[config.mk]
export PLATFORM = sky130hd
export DESIGN_NAME = pipelined_cla_addsub_flat
export DESIGN_NICKNAME = d
export VERILOG_FILES = /design/src/rtl/pipelined_cla_addsub_if.sv /design/src/rtl/pipelined_cla_addsub.sv /design/src/flat_wrapper.sv
export SDC_FILE = /design/constraint.sdc
export NUM_CORES = 1
export LEC_CHECK = 0
export BUFFER_PORTS_ARGS = -buffer_cell sky130_fd_sc_hd__buf_2
export CAP_MARGIN = 5
export CORE_MARGIN = 3
export CORE_UTILIZATION = 35
export DETAILED_ROUTE_END_ITERATION = 8
export GPL_ROUTABILITY_DRIVEN = 0
export PLACE_DENSITY = 0.57
export SYNTH_ARGS = -nofsm -noshare
export SYNTH_HDL_FRONTEND = slang
export SYNTH_SLANG_ARGS = --single-unit
[constraint.sdc]
create_clock -name clock -period 10.6 [get_ports clock]
set_input_delay 1.59 -clock clock [delete_from_list [all_inputs] [get_ports clock]]
set_output_delay 1.59 -clock clock [all_outputs]
set_load 0.005 [all_outputs]
[src/rtl/pipelined_cla_addsub_if.sv]
// Operand/result handshake bundle for the pipelined CLA adder/subtractor.
// master drives operands and out_ready; slave is the arithmetic unit.
interface pipelined_cla_addsub_if #(
    parameter int WIDTH = 32
);
    logic             in_valid;
    logic             in_ready;
    logic [WIDTH-1:0] op_a;
    logic [WIDTH-1:0] op_b;
    logic             sub;
    logic             c_in;
    logic             out_valid;
    logic             out_ready;
    logic [WIDTH-1:0] sum;
    logic             carry_out;
    logic             overflow;
    logic             zero;

    modport master (
        output in_valid, op_a, op_b, sub, c_in, out_ready,
        input  in_ready, out_valid, sum, carry_out, overflow, zero
    );

    modport slave (
        input  in_valid, op_a, op_b, sub, c_in, out_ready,
        output in_ready, out_valid, sum, carry_out, overflow, zero
    );
endinterface

[src/rtl/pipelined_cla_addsub.sv]
// Pipelined carry-lookahead adder/subtractor: one BLK_W-bit lookahead block resolved per stage,
// carry and partial sum skewed through registers, global-stall valid/ready handshake.
module pipelined_cla_addsub #(
    parameter int WIDTH = 32,
    parameter int BLK_W = 8
) (
    input logic                   clock,
    input logic                   reset,
    pipelined_cla_addsub_if.slave bus
);
    localparam int NUM_BLK = WIDTH / BLK_W;

    // Carry into bit i is the group generate/propagate of bits below i, not a ripple chain.
    function automatic logic [BLK_W:0] cla_blk(input logic [BLK_W-1:0] a,
                                               input logic [BLK_W-1:0] b,
                                               input logic             cin);
        logic [BLK_W-1:0] g;
        logic [BLK_W-1:0] p;
        logic [BLK_W-1:0] s;
        logic             grp_g;
        logic             grp_p;
        g     = a & b;
        p     = a ^ b;
        s     = '0;
        grp_g = 1'b0;
        grp_p = 1'b1;
        for (int i = 0; i < BLK_W; i++) begin
            s[i]  = p[i] ^ (grp_g | (grp_p & cin));
            grp_g = g[i] | (p[i] & grp_g);
            grp_p = grp_p & p[i];
        end
        return {grp_g | (grp_p & cin), s};
    endfunction

    // Slot k holds operands (B already inverted for subtract) waiting for block k.
    logic             v_q [NUM_BLK];
    logic [WIDTH-1:0] a_q [NUM_BLK];
    logic [WIDTH-1:0] b_q [NUM_BLK];
    logic [WIDTH-1:0] s_q [NUM_BLK];
    logic             c_q [NUM_BLK];

    logic [WIDTH-1:0] s_nxt [NUM_BLK];
    logic             c_nxt [NUM_BLK];

    logic             out_valid_q;
    logic [WIDTH-1:0] sum_q;
    logic             carry_out_q;
    logic             overflow_q;
    logic             zero_q;
    logic             advance;

    assign advance       = !out_valid_q || bus.out_ready;
    assign bus.in_ready  = advance;
    assign bus.out_valid = out_valid_q;
    assign bus.sum       = sum_q;
    assign bus.carry_out = carry_out_q;
    assign bus.overflow  = overflow_q;
    assign bus.zero      = zero_q;

    always_comb begin
        for (int k = 0; k < NUM_BLK; k++) begin
            s_nxt[k] = s_q[k];
            c_nxt[k] = 1'b0;
            {c_nxt[k], s_nxt[k][k*BLK_W +: BLK_W]} =
                cla_blk(a_q[k][k*BLK_W +: BLK_W], b_q[k][k*BLK_W +: BLK_W], c_q[k]);
        end
    end

    always_ff @(posedge clock or posedge reset) begin
        if (reset) begin
            for (int k = 0; k < NUM_BLK; k++) begin
                v_q[k] <= 1'b0;
                a_q[k] <= '0;
                b_q[k] <= '0;
                s_q[k] <= '0;
                c_q[k] <= 1'b0;
            end
            out_valid_q <= 1'b0;
            sum_q       <= '0;
            carry_out_q <= 1'b0;
            overflow_q  <= 1'b0;
            zero_q      <= 1'b0;
        end else if (advance) begin
            v_q[0] <= bus.in_valid;
            a_q[0] <= bus.op_a;
            b_q[0] <= bus.sub ? ~bus.op_b : bus.op_b;
            s_q[0] <= '0;
            c_q[0] <= bus.sub ? 1'b1 : bus.c_in;
            for (int k = 1; k < NUM_BLK; k++) begin
                v_q[k] <= v_q[k-1];
                a_q[k] <= a_q[k-1];
                b_q[k] <= b_q[k-1];
                s_q[k] <= s_nxt[k-1];
                c_q[k] <= c_nxt[k-1];
            end
            out_valid_q <= v_q[NUM_BLK-1];
            // Result fields only move on a real result so they hold across bubbles.
            if (v_q[NUM_BLK-1]) begin
                sum_q       <= s_nxt[NUM_BLK-1];
                carry_out_q <= c_nxt[NUM_BLK-1];
                overflow_q  <= (a_q[NUM_BLK-1][WIDTH-1] == b_q[NUM_BLK-1][WIDTH-1]) &&
                               (s_nxt[NUM_BLK-1][WIDTH-1] != a_q[NUM_BLK-1][WIDTH-1]);
                zero_q      <= (s_nxt[NUM_BLK-1] == '0);
            end
        end
    end
endmodule

[src/flat_wrapper.sv]
// flat-port wrapper written by rule: the top's interface ports become plain ports
module pipelined_cla_addsub_flat 
#(
    parameter int WIDTH = 32,
    parameter int BLK_W = 8
)
  (clock, reset, bus_in_valid, bus_op_a, bus_op_b, bus_sub, bus_c_in, bus_out_ready, bus_in_ready, bus_out_valid, bus_sum, bus_carry_out, bus_overflow, bus_zero);
  pipelined_cla_addsub_if #(.WIDTH(WIDTH)) bus_i ();
  input logic clock;
  input logic reset;
  input wire logic [$bits(bus_i.in_valid)-1:0] bus_in_valid;
  input wire logic [$bits(bus_i.op_a)-1:0] bus_op_a;
  input wire logic [$bits(bus_i.op_b)-1:0] bus_op_b;
  input wire logic [$bits(bus_i.sub)-1:0] bus_sub;
  input wire logic [$bits(bus_i.c_in)-1:0] bus_c_in;
  input wire logic [$bits(bus_i.out_ready)-1:0] bus_out_ready;
  output wire logic [$bits(bus_i.in_ready)-1:0] bus_in_ready;
  output wire logic [$bits(bus_i.out_valid)-1:0] bus_out_valid;
  output wire logic [$bits(bus_i.sum)-1:0] bus_sum;
  output wire logic [$bits(bus_i.carry_out)-1:0] bus_carry_out;
  output wire logic [$bits(bus_i.overflow)-1:0] bus_overflow;
  output wire logic [$bits(bus_i.zero)-1:0] bus_zero;
  assign bus_i.in_valid = bus_in_valid;
  assign bus_i.op_a = bus_op_a;
  assign bus_i.op_b = bus_op_b;
  assign bus_i.sub = bus_sub;
  assign bus_i.c_in = bus_c_in;
  assign bus_i.out_ready = bus_out_ready;
  assign bus_in_ready = bus_i.in_ready;
  assign bus_out_valid = bus_i.out_valid;
  assign bus_sum = bus_i.sum;
  assign bus_carry_out = bus_i.carry_out;
  assign bus_overflow = bus_i.overflow;
  assign bus_zero = bus_i.zero;
  pipelined_cla_addsub #(.WIDTH(WIDTH), .BLK_W(BLK_W)) u_core (.clock(clock), .reset(reset), .bus(bus_i));
endmodule
# == Word level (Yosys, flattened, before mapping) ==
# Cells that the tools add are included.
# totals
reg_bits,348
inputBits,70
out_inout_bits,37
word_cells,222
# op_classes
eq_ne,2
muxes,2
bitwise,189
reduce_logical,5
# ops
op,n
$and A1 B1 Y1,88
$or A1 B1 Y1,60
$and A8 B8 Y8,4
$logic_not A32 Y1,1
$mux W32,1
$not A32 Y32,1
$xor A1 B1 Y1,32
$xor A8 B8 Y8,4
$reduce_and A2 Y1,1
$eq A1 B1 Y1,1
$logic_and A1 B1 Y1,1
$logic_not A1 Y1,1
$logic_or A1 B1 Y1,1
$mux W1,1
$ne A1 B1 Y1,1

# == Logic depth before layout (Yosys ltp) ==
# logic_depth
word_depth,17
ltp_mapped,7

# == Least setup slack after synthesis ==
# No wires, ideal clock.
# synth_path
path_type,input port to output port
startpoint,in bus_out_ready
endpoint,out bus_in_ready
arrival_time_ns,2.437
slack_ns,6.573
cell_stages,5
path_buffers,3
cell_sequence,nor2b_1 clkbuf_1 inv_2 clkbuf_1 clkbuf_1
# synth_via
elab_chain_len,1
# synth_lines
item,line_no,rtl
from (decl),flat_wrapper.sv:16,input wire logic [$bits(bus_i.out_ready)-1:0] bus_out_ready;
$logic_or A1 B1 Y1,pipelined_cla_addsub.sv:52,assign advance = !out_valid_q || bus.out_ready;
to (decl),flat_wrapper.sv:17,output wire logic [$bits(bus_i.in_ready)-1:0] bus_in_ready;
# Every way passes these cells.

# == Final worst setup path ==
# Same ends and word-level chain as after synthesis.

==> metrics <==
Initial Util=35.6%; EDFF count, synth=0; Setup crit end kind=output port; Vert. Die Dim=between 150 and 200 um; DIE AREA=between 0.03 and 0.04 sq mm; Clock Sinks=~250; leakage=6.30 nW; clock latency at the later pin of the worst-skew pair=~520 ps; Max VDD drop=0.189 mV; post-layout min period=a little under 5000 ps; via count=around 7,500; crit path kind=input port to output port; Setup violations, final=0; worst-path fanout max=249; Post-CTS Setup Bufs=0; # DRC=0; H-Tree Depth=1; syn avg cell area=9.52 sq um; Die X-Extent=183 um; Final #Nets=1,336; vias per inst=4.59; sum of negative setup slack=0 ps; dominant cells by area after synthesis=dfrtp_1 58%, nand2_1 19%, ha_1 3.7%; Reg-to-Reg End=u_core.c_q[0]; Seq/Total Area, Yosys=about 58%; ys async rst share=between 90% and 100%; Fmax=between 200 and 250 MHz; Netlist Area Pre-Place=0.0109 sq mm; Syn-to-layout area delta=15.5%; CP max stage cell=buf_12; gr ovfl total=0; Pwr per Cell Area=about 310 mW/mm^2; Worst R2R Start=u_core.bus.out_valid; Setup Skew=10.7 ps; min-delay src=u_core.s_nxt[37]; Detailed Place HPWL=approximately 14,000 um; Num CTS Buffers=26; Crit path largest cell delay=~600 ps; post-route ant nets=0; worst setup path end=bus_in_ready; CP top delay family=buffers and inverters; deepest clock path buffer count=3; Final Hold Fails=0; WP data required=~9000 ps; worst path cell trace=buf_2 > nor2b_4 > buf_12 > inv_6 > buf_2; synthesis warning total=0; setup ws final=between 5000 and 6000 ps; distinct cell type count after synthesis=46; headroom to the max-slew limit=24.5%; max_cap viols=0; Least-Margin Pin Slew=around 1100 ps; Power Total=slightly below 4 mW; reg2reg path depth=6; core area=around 0.031 sq mm; Final Cell Area=0.0126 sq mm; Layout Utilization=41.1%; first-pass GRT wire length=~38,000 um; DR pass1 iterations=4; post-place setup slack=approximately 5700 ps; vias in the first global route=between 7,000 and 8,000; Area after DPL=0.0118 sq mm; max-slew violation count=0; Root Buffer=clkbuf_16; cell taking the most area after synthesis=dfrtp_1; WP buf/inv=4; DRT iter0 DRCs=460; ratio of final minimum period to clock period=a little under half; crit path DAT=between 3000 and 4000 ps; outcome=finished, final reports clean; hold crit path type=register to register; synthesized instance count=~1,100; I/O Buffers=around 110; worst reg2reg setup slack=slightly below 8000 ps; pin count of the biggest net entering global routing=250; all-layer global routing usage=about an eighth; cell with the most instances after synthesis=nand2_1; share of cells above drive strength 1=15.2%; Syn Nets=about 1,300; initial antenna violation count=0; # diodes=0; DR WL/cell=roughly 13 um; Yosys reg bits=252; cells resized by post-CTS repair=0; setup repair after global routing missed its margin=false; worst setup path start=bus_out_ready; CTS tree=built; WL final=between 20,000 and 25,000 um; register clock-pin slew on the reported worst setup and hold paths=~60 ps; commonest cells in the netlist=544 x nand2_1, 252 x dfrtp_1, 43 x xnor2_1, 42 x o21ai_0, 39 x clkbuf_1; Worst setup SP type=input port; Synth top area share=57.8%; Top FF cell, synth=dfrtp_1; CTS Hold Bufs=0; critical path depth in cells=5; site row count=between 60 and 70; most frequent CP cell=buf_2; I/O Pins=between 100 and 150
power breakdown:
group	internal [mW]	leakage, nW	switching [mW]	total (mW)
Sequential	1.39	3.05	0.277	1.67
Combinational	0.614	2.84	0.789	1.40
Clock	0.516	0.415	0.360	0.877
Total	2.52	6.30	1.43	3.95
registers in the layout, indices dropped and copies added, names as in the netlist:
| register | cells |
|---|---|
| u_core.b_q | 80 |
| u_core.bus.overflow | 1 |
| u_core.bus.out_valid | 1 |
| u_core.a_q | 80 |
| u_core.c_q | 4 |
| u_core.s_nxt | 48 |
| u_core.bus.sum | 32 |
| u_core.bus.zero | 1 |
| u_core.v_q | 4 |
| u_core.bus.carry_out | 1 |
area by class of cell:
cell class | instances | area [sq um]
Clock buffer | 39 | 801
Clock inverter | 5 | 25.0
Fill cell | 3103 | 18100
Inverter | 5 | 31.3
Multi-Input combinational cell | 834 | 4370
Sequential cell | 252 | 6310
Tap cell | 396 | 495
Timing Repair Buffer | 111 | 581
cell usage in the layout, fill, tap and decap left out, drive strengths merged, types with 9 or more instances in the layout:
cell type,instances
buf,111
mux2,27
nand2,544
o31ai,13
a21o,9
o21ai,43
xnor2,43
dfrtp,252
a21oi,25
nor2,18
ha,32
clkbuf,39
worst min-delay path by stage:
stage	end	slack [ps]	depth (start not counted)
finish	u_core.s_nxt[5]	460	2
CTS	u_core.b_q[50]	470	2
global route	u_core.b_q[86]	490	2
global placement	u_core.b_q[83]	450	2
detailed placement	u_core.b_q[83]	460	2
floorplan	u_core.a_q[104]	440	2
stage by stage:
| stage | hold WS, ps | instances |
|---|---|---|
| 2_1_floorplan | 439 | 1147 |
| 3_3_place_gp | 450 | 1598 |
| 3_5_place_dp | 455 | 1598 |
| 4_1_cts | 467 | 1642 |
| 5_1_grt | 485 | 1642 |
| 6_report | 464 | 1642 |
worst reg2reg max path, delay by kind of cell (launching register included):
family | cells | cell delay [ps]
buf+inv | 3 | 1780
compound gates | 1 | 180
simple gates | 2 | 270
flops | 1 | 370
routing by layer:
layer	part of all wire (%)	vias to the layer above	track usage (%)	routed length, um
met5	0	-	0	0
met2	41	108	19.4	9180
met4	1.7	0	3.14	382
li1	-	3892	-	-
met1	53	3513	20.8	11800
met3	3.7	30	1.95	821
cells by family after synthesis:
family	share of synthesized area, %
muxes	2.79
AOI/OAI and AO/OA	7.29
and+or+nand+nor	21.5
adders and majority gates	4.40
buffers and inverters	2.27
xor gates and xnor gates	4.01
DFF	57.8
No activity file was read; power rests on OpenSTA's default activity.
